### src/rtl/bit_deposit_pkg.sv
// Shared constants and state type for the bit-deposit register.
package bit_deposit_pkg;
  localparam int WORD_W = 16;
  localparam int OP_W = 4;
  localparam logic [WORD_W-1:0] MASK_FULL = 16'hFFFF;

  typedef enum logic {
    COLLECT = 1'b0,
    HOLD    = 1'b1
  } state_t;
endpackage

### src/rtl/bit_deposit_16bit_op_decode_16.sv
// 4-to-16 one-hot decoder of the bit index, gated by the accept strobe.
module op_decode_16
  import bit_deposit_pkg::*;
(
  input  logic            en,
  input  logic [OP_W-1:0] op,
  output logic [WORD_W-1:0] we
);
  for (genvar gi = 0; gi < WORD_W; gi++) begin : g_dec
    assign we[gi] = en && (op == OP_W'(gi));
  end
endmodule

### src/rtl/bit_deposit_16bit.sv
// Bit-addressed 16-bit deposit register with valid/ready word output.
// Optional out_parity port enabled by defining BIT_DEPOSIT_PARITY_EN.
module bit_deposit_16bit
  import bit_deposit_pkg::*;
#(
  parameter bit CLEAR_ON_COMMIT = 1'b1
) (
  input  logic              clk,
  input  logic              rst_n,
  input  logic              in_valid,
  output logic              in_ready,
  input  logic              in_bit,
  input  logic [OP_W-1:0]   in_op,
  input  logic              in_last,
  output logic              out_valid,
  input  logic              out_ready,
  output logic [WORD_W-1:0] out_word,
  output logic [WORD_W-1:0] out_mask
`ifdef BIT_DEPOSIT_PARITY_EN
  ,
  output logic              out_parity
`endif
);
  state_t            state_q, state_d;
  logic [WORD_W-1:0] word_q, word_d;
  logic [WORD_W-1:0] mask_q, mask_d;
  logic [WORD_W-1:0] we;
  logic              accept;

  assign accept = in_valid && (state_q == COLLECT);

  op_decode_16 u_dec (
    .en (accept),
    .op (in_op),
    .we (we)
  );

  always_comb begin
    state_d = state_q;
    word_d  = (word_q & ~we) | ({WORD_W{in_bit}} & we);
    mask_d  = mask_q | we;
    case (state_q)
      COLLECT: begin
        if (accept && (in_last || mask_d == MASK_FULL)) begin
          state_d = HOLD;
        end
      end
      HOLD: begin
        if (out_ready) begin
          state_d = COLLECT;
          mask_d  = '0;
          if (CLEAR_ON_COMMIT) begin
            word_d = '0;
          end
        end
      end
      default: state_d = COLLECT;
    endcase
  end

  always_ff @(posedge clk or negedge rst_n) begin
    if (!rst_n) begin
      state_q <= COLLECT;
      word_q  <= '0;
      mask_q  <= '0;
    end else begin
      state_q <= state_d;
      word_q  <= word_d;
      mask_q  <= mask_d;
    end
  end

  // Handshake flags decode the state register only; no input-to-output path.
  assign in_ready  = (state_q == COLLECT);
  assign out_valid = (state_q == HOLD);
  assign out_word  = word_q;
  assign out_mask  = mask_q;

`ifdef BIT_DEPOSIT_PARITY_EN
  logic parity_q, parity_d;

  always_comb begin
    parity_d = ^(word_d & mask_d);
  end

  always_ff @(posedge clk or negedge rst_n) begin
    if (!rst_n) begin
      parity_q <= 1'b0;
    end else begin
      parity_q <= parity_d;
    end
  end

  assign out_parity = parity_q;
`endif
endmodule

### config.mk
export PLATFORM = sky130hd
export DESIGN_NAME = bit_deposit_16bit
export DESIGN_NICKNAME = d
export VERILOG_FILES = /design/src/rtl/bit_deposit_pkg.sv /design/src/rtl/bit_deposit_16bit_op_decode_16.sv /design/src/rtl/bit_deposit_16bit.sv
export SDC_FILE = /design/constraint.sdc
export NUM_CORES = 1
export LEC_CHECK = 0
export BUFFER_PORTS_ARGS = -buffer_cell sky130_fd_sc_hd__buf_2
export CAP_MARGIN = 0
export CORE_AREA = 2 2 60 62
export DETAILED_ROUTE_END_ITERATION = 10
export DIE_AREA = 0 0 62 64
export PLACE_DENSITY_LB_ADDON = 0.25
export SETUP_SLACK_MARGIN = 0.02
export SYNTH_ARGS = -nofsm -noshare
export SYNTH_HDL_FRONTEND = slang
export SYNTH_SLANG_ARGS = --single-unit
### constraint.sdc
create_clock -name clk -period 2.18 [get_ports clk]
set_input_delay 0.218 -clock clk [delete_from_list [all_inputs] [get_ports clk]]
set_output_delay 0.218 -clock clk [all_outputs]
set_load 0.02 [all_outputs]
Word-level counts from Yosys, hierarchy flattened
Cells that the tools add are included.
{ "word_totals": {"out_inout_bits": 34, "word_cells": 52, "ff_bits": 33, "inputBits": 10} }
{ "classes": {"reduce_logical": 20, "eq_ne": 16, "n_bitwise": 6, "mux": 7} }
{ "op_table": {"columns": ["cell", "count"], "rows": [
  ["$mux W16", 4],
  ["$and A16 B16 Y16", 2],
  ["$eq A4 B4 Y1 const B", 8],
  ["$or A16 B16 Y16", 2],
  ["$logic_and A1 B1 Y1", 18],
  ["$eq A16 B16 Y1 const B", 1],
  ["$eq A4 B3 Y1 const B", 4],
  ["$not A16 Y16", 1],
  ["$eq A4 B2 Y1 const B", 2],
  ["$eq A4 B1 Y1 const B", 1],
  ["$logic_not A4 Y1", 1],
  ["$mux W1", 2],
  ["$pmux W1 S2", 1],
  ["$logic_or A1 B1 Y1", 1],
  ["$not A1 Y1", 1]
]} }

Logic depth before layout (Yosys ltp)
{ "depth": {"depth_word": 9, "depth_mapped": 7} }

Modules after synthesis
A second synthesis with hierarchy kept.
{ "unflattened": {"cells_unflattened": 137, "area_unflattened_um2": 1411.4} }
{ "by_module_without_submodules": {"columns": ["mod", "area_each_um2", "instances", "seq_area_each_um2", "cells_each"], "rows": [
  ["bit_deposit_16bit", 1293.7, 1, 825.8, 114],
  ["op_decode_16", 117.6, 1, 0.0, 23]
]} }

Worst setup path after synthesis
Ideal clock, no wire load.
{ "synth_timing": {"path_type": "reg2reg", "startpoint": "reg state_q, in the netlist out_valid", "endpoint": "reg word_q[14], in the netlist out_word[14]", "period_less_slack_ns": 1.678, "setup_ns": 0.132, "slack_ns": 0.502, "path_buffers": 2, "arrival_ns": 1.546, "stages_incl_launch_ff": 8, "cell_sequence": "dfrtp_1 and3b_1 buf_2 nor2b_1 buf_2 and3_4 mux2i_1 nor2_1"} }
{ "synth_via": {"elab_chain_cells": 8, "word_cells_on_any_way": 9} }
{ "synth_rtl": {"columns": ["element", "line", "source"], "rows": [
  ["start, declared", "bit_deposit_16bit.sv:24", "state_t state_q, state_d;"],
  ["start signal, assigned", "bit_deposit_16bit.sv:67", "state_q <= state_d;"],
  ["$not A1 Y1", null, null],
  ["$logic_and A1 B1 Y1", "bit_deposit_16bit.sv:30", "assign accept = in_valid && (state_q == COLLECT);"],
  ["$logic_and A1 B1 Y1", "bit_deposit_16bit_op_decode_16.sv:10", "assign we[gi] = en && (op == OP_W'(gi));"],
  ["$not A16 Y16", "bit_deposit_16bit.sv:40", "word_d = (word_q & ~we) | ({WORD_W{in_bit}} & we);"],
  ["$and A16 B16 Y16", "bit_deposit_16bit.sv:40", null],
  ["$or A16 B16 Y16", "bit_deposit_16bit.sv:40", null],
  ["$mux W16", "bit_deposit_16bit.sv:49", "if (out_ready) begin"],
  ["$mux W16 (*)", "bit_deposit_16bit.sv:42", "case (state_q)"],
  ["net word_d[14]", "bit_deposit_16bit.sv:25", "logic [WORD_W-1:0] word_q, word_d;"],
  ["end signal, assigned", "bit_deposit_16bit.sv:68", "word_q <= word_d;"],
  ["end, declared", "bit_deposit_16bit.sv:25", null]
]} }
Mark *: on every way through the listed nets, which the timed path passes. The rest lies on a longest branch.

Final worst setup path
{ "layout_timing": {"startpoint": "reg state_q, in the netlist out_valid", "endpoint": "reg word_q[1], in the netlist out_word[1]"} }
The elaborated chain is that of the path after synthesis.

==> metrics.csv <==
metric,value,unit
syn_nets,180,
fmax,552,MHz
"Reg clk slew, reported paths",100,ps
DR vias/cell,5.27,
"EDFF count, synth",0,
Yosys Warn Count,0,
Final ANT Viol Nets,0,
Layout Utilization,58.2,%
Setup-failing EPs final,0,
Wirelength per Cell,14.6,µm
final hold vios,0,
Post-synth ARST share,100,%
aggregate global-route resource usage,21.2,%
CTS Buf Count,5,
CP startpoint kind,flip-flop,
Synth Cell Area,1620,µm²
Worst-Margin Slew,722,ps
largest net degree at the start of global routing,34,
I/O Buffers,43,
Worst Hold Class,input pin to flip-flop,
fin cells,259,
Pre-Repair DR Iteration Count,4,
unrepaired setup endpoints after global routing,no,
flip-flop and latch count after synthesis,33,
P_leak,0.925,nW
1st-iter DRT viols,83,
post-CTS setup buffer count,0,
Initial Util,49.2,%
Die Wd,62,µm
root buf cell,clkbuf_4,
share of cells above drive strength 1,28.6,%
Crit. End Element,flip-flop,
Syn Inst Count,170,
GP Congestion,0.858,
total wire length,3.78,mm
Ant. Diodes,0,
die area,3970,µm²
clock network latency to the later pin of the worst-skew pair,350,ps
"Seq/Total Area, Yosys",51.1,%
I/O Pins,44,
CTS tree,yes,
CTS sink cnt,33,
CP Buf/Inv Count,0,
vias in the first global route,1290,
Avg Synthesized Cell Area,9.50,µm²
DP Area,1850,µm²
DR DRC count,0,
initial antenna violation count,0,
grt ovf,0,
clk buf depth,2,
status,finished clean,
Max-Cap Viols,0,
first-pass GRT wire length,6.20,mm
Max-slew headroom,51.9,%
die height,64,µm
setup TNS,0,ps
worst path arrival time,2050,ps
post-DP HPWL,2.73,mm
"slowest stage delay, CP",460,ps
placed insts,250,
Max VDD drop,361,µV
power per cell area,738,nW/µm²
Core ar.,3280,µm²
fill count,308,
Crit path max-delay family,simple AND/OR/NAND/NOR gates,
worst hold margin,142,ps
fin crit share,83.2,%
Slowest cell on crit path,dfrtp_1,
critical-path cell list,"nor3b_2, nand2_1, nor3_1, mux2i_1, nor2_1",
ys flop type,dfrtp_1,
distinct cell type count after synthesis,34,
nets,222,
Final Critical Period,1810,ps
Post-CTS Resized,0,
Area Overhead vs Synth,18.4,%
area of the multi-input gates,731,µm²
CP Class,flip-flop to flip-flop,
critical-path maximum fanout,8,
register area,826,µm²
Vias,1366,
CP required,2420,ps
Placement Rows,21,
Slew Limit Fails,0,
final instance area,1910,µm²
skew final,9.86,ps
H-tree Lvls,2,
==> area by class of cell <==
cell class              count  share of cell area [%]
inverters                   1                   0.196
multi-input cells         125                    38.2
repair buffers             46                    12.6
flip-flops and latches     33                    43.2
well taps                  46                    3.01
clock buffers               5                    1.96
clock inverters             3                   0.916
==> metrics by stage <==
stage	setup slack [ps]	total power (W)
detailed placement	439	0.00108
CTS	358	0.00142
finish	367	0.00141
global route	229	0.00149
global placement	566	0.00108
floorplan	502	0.000955
==> Yosys cell counts (3+ instances only) <==
master    instances  area share [%]
dfrtp_1          33              51
nand2_1          25             5.8
a21oi_1          20             6.2
nor2_1           19             4.4
o21a_1           10             4.6
o21ai_0           7             2.2
nand3_1           6             1.9
a32oi_1           5             2.7
buf_2             5             1.5
mux2i_1           5             3.1
clkbuf_1          3            0.70
mux2_2            3             2.1
nor3_1            3            0.93
==> flip-flops by register name, indices dropped and copies added (netlist names) <==
register	cells
out_mask	16
out_valid	1
out_word	16
==> worst min-delay path: cells and delay by family <==
kind,cells,cell delay [ps]
buffers and inverters,1,80
and+or+nand+nor,1,30
AOI/OAI and AO/OA,1,110
==> worst paths after layout <==
check	start	to	slack, ps	cells past startpoint
worst min register to register	out_word[10]	out_word[10]	520	2
min in group asynchronous	rst_n	out_word[10]	450	2
worst max-delay path	out_valid	out_word[1]	370	5
worst min-delay path	in_last	out_valid	140	3
worst max register to register	out_valid	out_word[1]	370	5
max in group asynchronous	rst_n	out_word[0]	1250	2
==> cells in the final DEF, fill, tap and decap left out, types with 3 or more instances in the layout <==
master	instances
buf_2	43
dfrtp_1	33
mux2i_1	5
nand3_1	6
o21a_1	10
a32oi_1	5
nand2_1	25
clkbuf_4	5
o21ai_0	7
nor2_1	19
mux2_2	3
a21oi_1	20
nor3_1	3
==> power breakdown <==
| part | internal [W] | switching [W] |
|---|---|---|
| clock | 0.000121 | 0.000219 |
| combinational | 0.000119 | 0.000216 |
| sequential | 0.000676 | 0.0000602 |
==> kinds of logic (layout without fill, tap and decap cells) <==
family,after synthesis,count (layout),synth area share [%]
and+or+nand+nor,69,69,20.5
muxes,10,10,6.58
AOI/OAI and AO/OA,46,46,18.2
DFF,33,33,51.1
buffers and inverters,12,55,3.64
==> routing by layer <==
layer	share of wire (%)	wire length, µm	vias to the layer above	track usage (%)
li1	-	-	678	-
met3	5.8	220	5	6.48
met1	48	1810	643	31.4
met4	1.1	43	0	4.79
met2	45	1710	40	30.3
met5	0	0	-	0
==> repair_timing <==
item / in CTS / in global routing
endpoints found under the setup margin: 0 / 0
hold endpoints to repair: 33 / 0
hold buffers: 1 / 0
(Power assumes the default switching activity.)
